File: src/rtl/uart_pkg.sv
// Shared definitions for the UART transmit path: arbiter state encoding,
// ASCII control characters used for line-ending handling, and the byte width.
package uart_pkg;

    localparam int BYTE_W = 8;

    localparam logic [BYTE_W-1:0] ASCII_LF = 8'h0A;
    localparam logic [BYTE_W-1:0] ASCII_CR = 8'h0D;

    typedef enum logic [1:0] {
        ARB_IDLE = 2'd0,
        ARB_OWN0 = 2'd1,
        ARB_OWN1 = 2'd2
    } arb_state_t;

endpackage

File: src/rtl/uart_tx_arbiter.sv
// Round-robin, packet-holding arbiter sharing the UART tx FIFO write port
// between requester 0 (CPU data register) and requester 1 (boot/monitor echo).
// A grant lasts until the owner's last byte or MAX_BURST transfers.
// Optional macro UART_TX_CRLF_EN: inserts a CR ahead of every LF from the
// owner; the CR is not counted in the burst and never split from its LF.
module uart_tx_arbiter
    import uart_pkg::*;
#(
    parameter int MAX_BURST = 16,
    parameter int BURST_W   = $clog2(MAX_BURST + 1)
) (
    input  logic              clk,
    input  logic              reset,
    input  logic              req0_valid,
    input  logic [BYTE_W-1:0] req0_data,
    input  logic              req0_last,
    output logic              req0_ready,
    input  logic              req1_valid,
    input  logic [BYTE_W-1:0] req1_data,
    input  logic              req1_last,
    output logic              req1_ready,
    input  logic              fifo_full,
    output logic              fifo_wr,
    output logic [BYTE_W-1:0] fifo_wdata,
    output logic [1:0]        grant
);

    localparam logic [BURST_W-1:0] BURST_LAST = BURST_W'(MAX_BURST - 1);

    arb_state_t         state_reg;
    arb_state_t         state_next;
    logic [BURST_W-1:0] burst_reg;
    logic               last_owner_reg;

    logic               sel_valid;
    logic               sel_last;
    logic [BYTE_W-1:0]  sel_data;
    logic               owner_ready;
    logic               accept;
    logic               burst_hit;
    logic               release_grant;

    // Route the current owner's request signals onto a common set of wires.
    always_comb begin
        sel_valid = 1'b0;
        sel_last  = 1'b0;
        sel_data  = '0;
        case (state_reg)
            ARB_OWN0: begin
                sel_valid = req0_valid;
                sel_last  = req0_last;
                sel_data  = req0_data;
            end
            ARB_OWN1: begin
                sel_valid = req1_valid;
                sel_last  = req1_last;
                sel_data  = req1_data;
            end
            default: ;
        endcase
    end

`ifdef UART_TX_CRLF_EN
    logic cr_sent_reg;
    logic insert_cr;

    // An LF whose CR has not gone out yet is held back while the CR is written.
    assign insert_cr = sel_valid & (sel_data == ASCII_LF) & ~cr_sent_reg;
`endif

    // Output decode: grant, ready, and the zero-latency FIFO write path.
    always_comb begin
        grant       = 2'b00;
        owner_ready = 1'b0;
        fifo_wr     = 1'b0;
        fifo_wdata  = '0;
        if (state_reg != ARB_IDLE) begin
            fifo_wdata = sel_data;
`ifdef UART_TX_CRLF_EN
            if (insert_cr) begin
                fifo_wr    = ~fifo_full;
                fifo_wdata = ASCII_CR;
            end else begin
                owner_ready = sel_valid & ~fifo_full;
                fifo_wr     = owner_ready;
            end
`else
            owner_ready = sel_valid & ~fifo_full;
            fifo_wr     = owner_ready;
`endif
        end
        case (state_reg)
            ARB_OWN0: grant = 2'b01;
            ARB_OWN1: grant = 2'b10;
            default:  grant = 2'b00;
        endcase
        req0_ready = (state_reg == ARB_OWN0) & owner_ready;
        req1_ready = (state_reg == ARB_OWN1) & owner_ready;
    end

    // A requester byte is consumed only when the owner sees ready; CR inserts are not transfers.
    assign accept        = owner_ready;
    assign burst_hit     = (burst_reg == BURST_LAST);
    assign release_grant = accept & (sel_last | burst_hit);

    // Next-state: arbitrate in IDLE, hold ownership until last byte or burst limit.
    always_comb begin
        state_next = state_reg;
        case (state_reg)
            ARB_IDLE: begin
                if (req0_valid && req1_valid) begin
                    state_next = last_owner_reg ? ARB_OWN0 : ARB_OWN1;
                end else if (req0_valid) begin
                    state_next = ARB_OWN0;
                end else if (req1_valid) begin
                    state_next = ARB_OWN1;
                end
            end
            ARB_OWN0, ARB_OWN1: begin
                if (release_grant) begin
                    state_next = ARB_IDLE;
                end
            end
            default: state_next = ARB_IDLE;
        endcase
    end

    // State, burst counter and round-robin history registers.
    always_ff @(posedge clk or negedge reset) begin
        if (!reset) begin
            state_reg      <= ARB_IDLE;
            burst_reg      <= '0;
            last_owner_reg <= 1'b1;
        end else begin
            state_reg <= state_next;
            if (release_grant) begin
                burst_reg      <= '0;
                last_owner_reg <= (state_reg == ARB_OWN1);
            end else if (accept) begin
                burst_reg <= burst_reg + BURST_W'(1);
            end
        end
    end

`ifdef UART_TX_CRLF_EN
    // Remember that the CR for the pending LF has been written.
    always_ff @(posedge clk or negedge reset) begin
        if (!reset) begin
            cr_sent_reg <= 1'b0;
        end else if (fifo_wr && insert_cr) begin
            cr_sent_reg <= 1'b1;
        end else if (accept) begin
            cr_sent_reg <= 1'b0;
        end
    end
`endif

endmodule

File: config.mk
export PLATFORM = sky130hd
export DESIGN_NAME = uart_tx_arbiter
export DESIGN_NICKNAME = d
export VERILOG_FILES = /design/src/rtl/uart_pkg.sv /design/src/rtl/uart_tx_arbiter.sv
export SDC_FILE = /design/constraint.sdc
export NUM_CORES = 1
export LEC_CHECK = 0
export ABC_CLOCK_PERIOD_IN_PS = 5500
export BUFFER_PORTS_ARGS = -buffer_cell sky130_fd_sc_hd__buf_2
export CORE_MARGIN = 2
export CORE_UTILIZATION = 46
export DETAILED_ROUTE_END_ITERATION = 8
export PLACE_DENSITY = 0.82
export SLEW_MARGIN = 20
export SYNTH_ARGS = -nofsm -noshare
export SYNTH_HDL_FRONTEND = slang
export SYNTH_SLANG_ARGS = --single-unit
export TNS_END_PERCENT = 5
File: constraint.sdc
create_clock -name clk -period 5.5 [get_ports clk]
set_clock_uncertainty 0.05 [all_clocks]
set_input_delay 1.1 -clock clk [delete_from_list [all_inputs] [get_ports clk]]
set_output_delay 1.1 -clock clk [all_outputs]
set_load 0.01 [all_outputs]
# --- Yosys cells after proc, flatten, opt, wreduce, memory -nomap -nowiden ---
# Index checks and enable logic that the tools add are counted.
op_classes:
  add_sub_neg: 1
  eq_ne: 5
  n_mux: 14
  bitwise_logic: 6
  n_reduce_logical: 6
ops:
  columns: ["op", "n"]
  rows:
  - ["one-hot mux 8 bit (2 select lines)", 1]
  - ["2-to-1 mux 2 bit", 5]
  - ["2-to-1 mux 5 bit", 2]
  - ["2-to-1 mux 8 bit", 1]
  - ["one-hot mux 2 bit (2 select lines)", 2]
  - ["adder 5 x 1 -> 5 bit (second input constant)", 1]
  - ["equality test 5 x 4 -> 1 bit (second input constant)", 1]
  - ["bitwise AND 1 bit", 4]
  - ["!= test 4 bit (second input constant)", 1]
  - ["one-hot mux 1 bit (2 select lines)", 2]
  - ["nonzero test 2 bit", 2]
  - ["equality test 2 x 1 -> 1 bit (second input constant)", 1]
  - ["equality test 2 bit (second input constant)", 1]
  - ["logical NOT 2 bit", 1]
  - ["!= test 2 bit (second input constant)", 1]
  - ["AND reduction 2 bit", 1]
  - ["OR reduction 2 bit", 1]
  - ["logical AND 1 bit", 1]
  - ["2-to-1 mux 1 bit", 1]
  - ["NOT 1 bit", 1]
  - ["bitwise OR 1 bit", 1]
totals:
  regBits: 8
  inputBits: 23
  out_inout_bits: 13

# --- Logic depth before layout (Yosys ltp) ---
depth:
  ltp_word: 7
  depth_mapped: 8
  ltp_nobuf: 7

# --- Worst setup path after synthesis ---
# OpenSTA, ideal clock, no wires.
synth_timing:
  kind: "in2out"
  startpoint: "input port req1_valid"
  endpoint: "output port req0_ready"
  arrival_time_ps: 1779
  path_slack_ps: 2571
  stages: 4
  cell_sequence: "a22oi_1 > or3_4 > clkinv_4 > and2_2"
synth_via:
  elab_chain_cells: 4
synth_rtl:
  columns: ["item", "line_no", "text"]
  rows:
  - ["start: declaration", "uart_tx_arbiter.sv:18", "input logic req1_valid,"]
  - ["one-hot mux 1 bit (2 select lines)", "uart_tx_arbiter.sv:48", "case (state_reg)"]
  - ["bitwise AND 1 bit", "uart_tx_arbiter.sv:88", "owner_ready = sel_valid & ~fifo_full;"]
  - ["2-to-1 mux 1 bit", null, null]
  - ["net fifo_wr", "uart_tx_arbiter.sv:23", "output logic fifo_wr,"]
  - ["bitwise AND 1 bit", "uart_tx_arbiter.sv:97", "req0_ready = (state_reg == ARB_OWN0) & owner_ready;"]
  - ["end: declaration", "uart_tx_arbiter.sv:17", "output logic req0_ready,"]
# The timed path passes the listed nets, and every way through them passes these cells.

# --- Worst setup path in the final report ---
layout_timing:
  startpoint: "register state_reg[0]"
  endpoint: "output port req1_ready"
layout_via:
  elab_chain_cells: 5
  word_cells_on_any_way: 7
  classes_between: "eq/ne (2); mux (2); bitwise (2); reduce/logical (1)"
layout_rtl:
  columns: ["item", "line_no", "text"]
  rows:
  - ["start: declaration", "uart_tx_arbiter.sv:30", "arb_state_t state_reg;"]
  - ["start signal: assignment", "uart_tx_arbiter.sv:135", "state_reg <= state_next;"]
  - ["equality test 2 bit or equality test 2 x 1 -> 1 bit (tied branches)", "uart_tx_arbiter.sv:48, uart_tx_arbiter.sv:98", null]
  - ["one-hot mux 1 bit (2 select lines)", "uart_tx_arbiter.sv:48", null]
  - ["bitwise AND 1 bit", "uart_tx_arbiter.sv:88", null]
  - ["2-to-1 mux 1 bit", "uart_tx_arbiter.sv:77", "if (state_reg != ARB_IDLE) begin"]
  - ["bitwise AND 1 bit *", "uart_tx_arbiter.sv:98", "req1_ready = (state_reg == ARB_OWN1) & owner_ready;"]
  - ["end: declaration", "uart_tx_arbiter.sv:21", "output logic req1_ready,"]
# Every way passes the cells marked *; elsewhere a longest branch is shown, timed or not.

==> results.yml <==
floorplanning:
  dieArea_sq_um: 1760
  ios: 36
  coreArea_sq_um: 1320
  initial_core_util_pct: 50.1
  rows: 13
  die_w_microns: 41.9
  die_h_microns: 41.9
sta:
  setup_viol: 0
  rsz0062_at_grt: "no"
  fin_tns_setup_ns: 0
  period_needed_ns: 3.29
  min_period_over_period_pct: 59.8
  slew_viol_final: 0
  slew_headroom_pct: 69.3
  fmaxAchievable_mhz: 304
  worst_slew_pin_slew_ns: 0.454
  setup_ws_ns: 2.21
  finalHoldViolations: 0
worst_setup_path:
  crit_type: "flop to primary output"
  rr_endpoint: "last_owner_reg$_DFFE_PN1N_"
  worstSetupEndpoint: "req1_ready"
  path_max_fanout: 12
  required_ns: 4.35
  end_kind: "primary output"
  crit_start: "state_reg[0]$_DFFE_PN0P_"
  r2r_cells: 7
  start_kind: "flop"
  timing.rr.start: "state_reg[0]$_DFFE_PN0P_"
  cp.arrival_ns: 2.14
  rrSetupSlack_ns: 3.41
finish:
  finish.utilization_pct: 65.3
  fin_nets: 139
  final_cell_area_sq_um: 861
  largest_register_ffs: 5
  area_delta_synth_final_pct: 30.3
  final_layout_size_suffix_gt1_share_pct: 45.4
  n_antenna_cell: 0
yosys:
  avgSynthCellArea_sq_um: 9.18
  synth_area_leaders: "dfrtp_1 27%, ha_1 13%, a22oi_1 10%"
  synth_top_area_share_pct: 26.5
  synth_nets: 102
  yosys_warnings: 0
  synth_cells: 72
  synth_cell_type_count: 28
  ys_seq_area_share_pct: 30.5
  synth_area_sq_um: 661
  synth_seq_cells: 8
  synth_top_cell_by_area: "dfrtp_1"
detailed_routing:
  drt_wl_total_microns: 1620
  dr.pass1.iters: 4
  drt-wirelength-per-cell_microns: 13.2
  drt_iter0_drc: 26
  drc_errors: 0
  vias_per_cell: 5.45
  vias: 670
  ant_nets: 0
grt:
  grt_max_degree: 13
  antenna_found_initial: 0
  grt_pass1_vias: 697
  grt_pass1_wl_microns: 2850
  groute.usage.overall_pct: 20.9
  overflow: 0
clock_tree:
  cts_tree: "built"
  cts_buffer_depth: 2
  cts_buffers: 3
  post_cts_buffers: 0
  cts_hold_buf: 0
  cts_root_buffer: "clkbuf_4"
  clkTransAtPathRegs_ns: 0.05
  htree_levels: 1
  clock_latency_ns: 0.26
  cts.sinks: 8
  cts.repair.resized: 0
status:
  status: "finished clean"
hold_path:
  hold_path_depth: 1
  holdCritPathClass: "flop to flop"
placed_design:
  routabilityCongestion: 0.854
  place_area_sq_um: 835
  hpwlAfterDp_microns: 1350
  pre_cts_slack_ns: 2.32
  port_buffers: 35
flow_run:
  drv_cap: 0
pwr:
  ir_drop_v: 0.000285
  p_per_area_nw_per_um2: 403
  p_leak_nw: 0.480
metal layers:
metal,up-vias,track usage [%],routed length (microns)
li1,332,-,-
met1,315,25.1,714
met2,21,34.7,819
met3,2,5.22,71
met4,0,9.68,17
met5,-,0,0
cell usage in the layout (no fill, tap or decap), drive strengths merged, types with 2 or more instances in the layout:
cell / instances
nand2: 4
nand2b: 2
a22o: 4
mux2i: 2
clkbuf: 4
a22oi: 9
and2: 2
ha: 7
nor2: 10
nor2b: 2
o21ai: 5
inv: 4
buf: 35
and3: 2
dfrtp: 7
stage by stage:
stage / hold WS [ns] / cells / power (mW)
3_5_place_dp: 0.462 / 119 / 0.299
5_1_grt: 0.489 / 123 / 0.380
3_3_place_gp: 0.449 / 119 / 0.290
4_1_cts: 0.465 / 123 / 0.348
2_1_floorplan: 0.426 / 72 / 0.253
6_report: 0.466 / 123 / 0.347
layout make-up:
cell class,instances,area [sq um]
multi-input cells,56,415
well taps,15,18.8
fillers,111,457
inverters,5,23.8
clock buffers,4,26.3
repair buffers,35,175
flip-flops and latches,8,201
cell usage after synthesis:
cell / n
a22o_2: 1
inv_1: 4
o22ai_2: 1
o21ai_0: 4
a22oi_1: 9
a21o_2: 1
nor2_1: 10
nand2_2: 1
or3_4: 1
a22o_1: 3
nand2b_1: 2
dfrtp_1: 7
ha_1: 7
nand2_1: 3
clkbuf_1: 1
and2_2: 2
clkinv_4: 1
dfstp_2: 1
mux2i_1: 2
o311ai_1: 1
buf_2: 1
mux2_4: 1
buf_6: 1
o21ai_2: 1
nor2b_1: 2
or2_1: 1
and3_1: 2
nand3_1: 1
kinds of logic after synthesis:
group	Yosys count	synth area share (%)
adders and majority gates	7	13.3
and+or+nand+nor	25	19.7
DFF	8	30.5
buffers and inverters	8	6.63
AOI/OAI and AO/OA	21	24.6
muxes	3	5.30
report_power, final:
part	total (mW)	internal, mW	leakage (nW)	switching, mW
clock network	0.0482	0.0278	0.0150	0.0204
registers	0.0952	0.0807	0.101	0.0145
logic	0.204	0.0895	0.363	0.114
total	0.347	0.198	0.480	0.149
critical path: stages (launching register included):
cell	delay, ns
dfrtp_1	0.40
inv_1	0.14
ha_1	0.44
a22oi_1	0.18
or3_4	0.40
clkinv_4	0.09
and2_2	0.13
buf_2	0.12
worst min path at each step:
stage                                   from                        to  slack (ns)
detailed placement  burst_reg[0]$_DFFE_PN0P_  burst_reg[0]$_DFFE_PN0P_        0.46
global route        burst_reg[0]$_DFFE_PN0P_  burst_reg[0]$_DFFE_PN0P_        0.49
finish              burst_reg[0]$_DFFE_PN0P_  burst_reg[0]$_DFFE_PN0P_        0.47
global placement    burst_reg[0]$_DFFE_PN0P_  burst_reg[0]$_DFFE_PN0P_        0.45
CTS                 burst_reg[0]$_DFFE_PN0P_  burst_reg[0]$_DFFE_PN0P_        0.47
floorplan           burst_reg[0]$_DFFE_PN0P_  burst_reg[0]$_DFFE_PN0P_        0.43
Note: power is estimated with default switching activity, not from simulation.
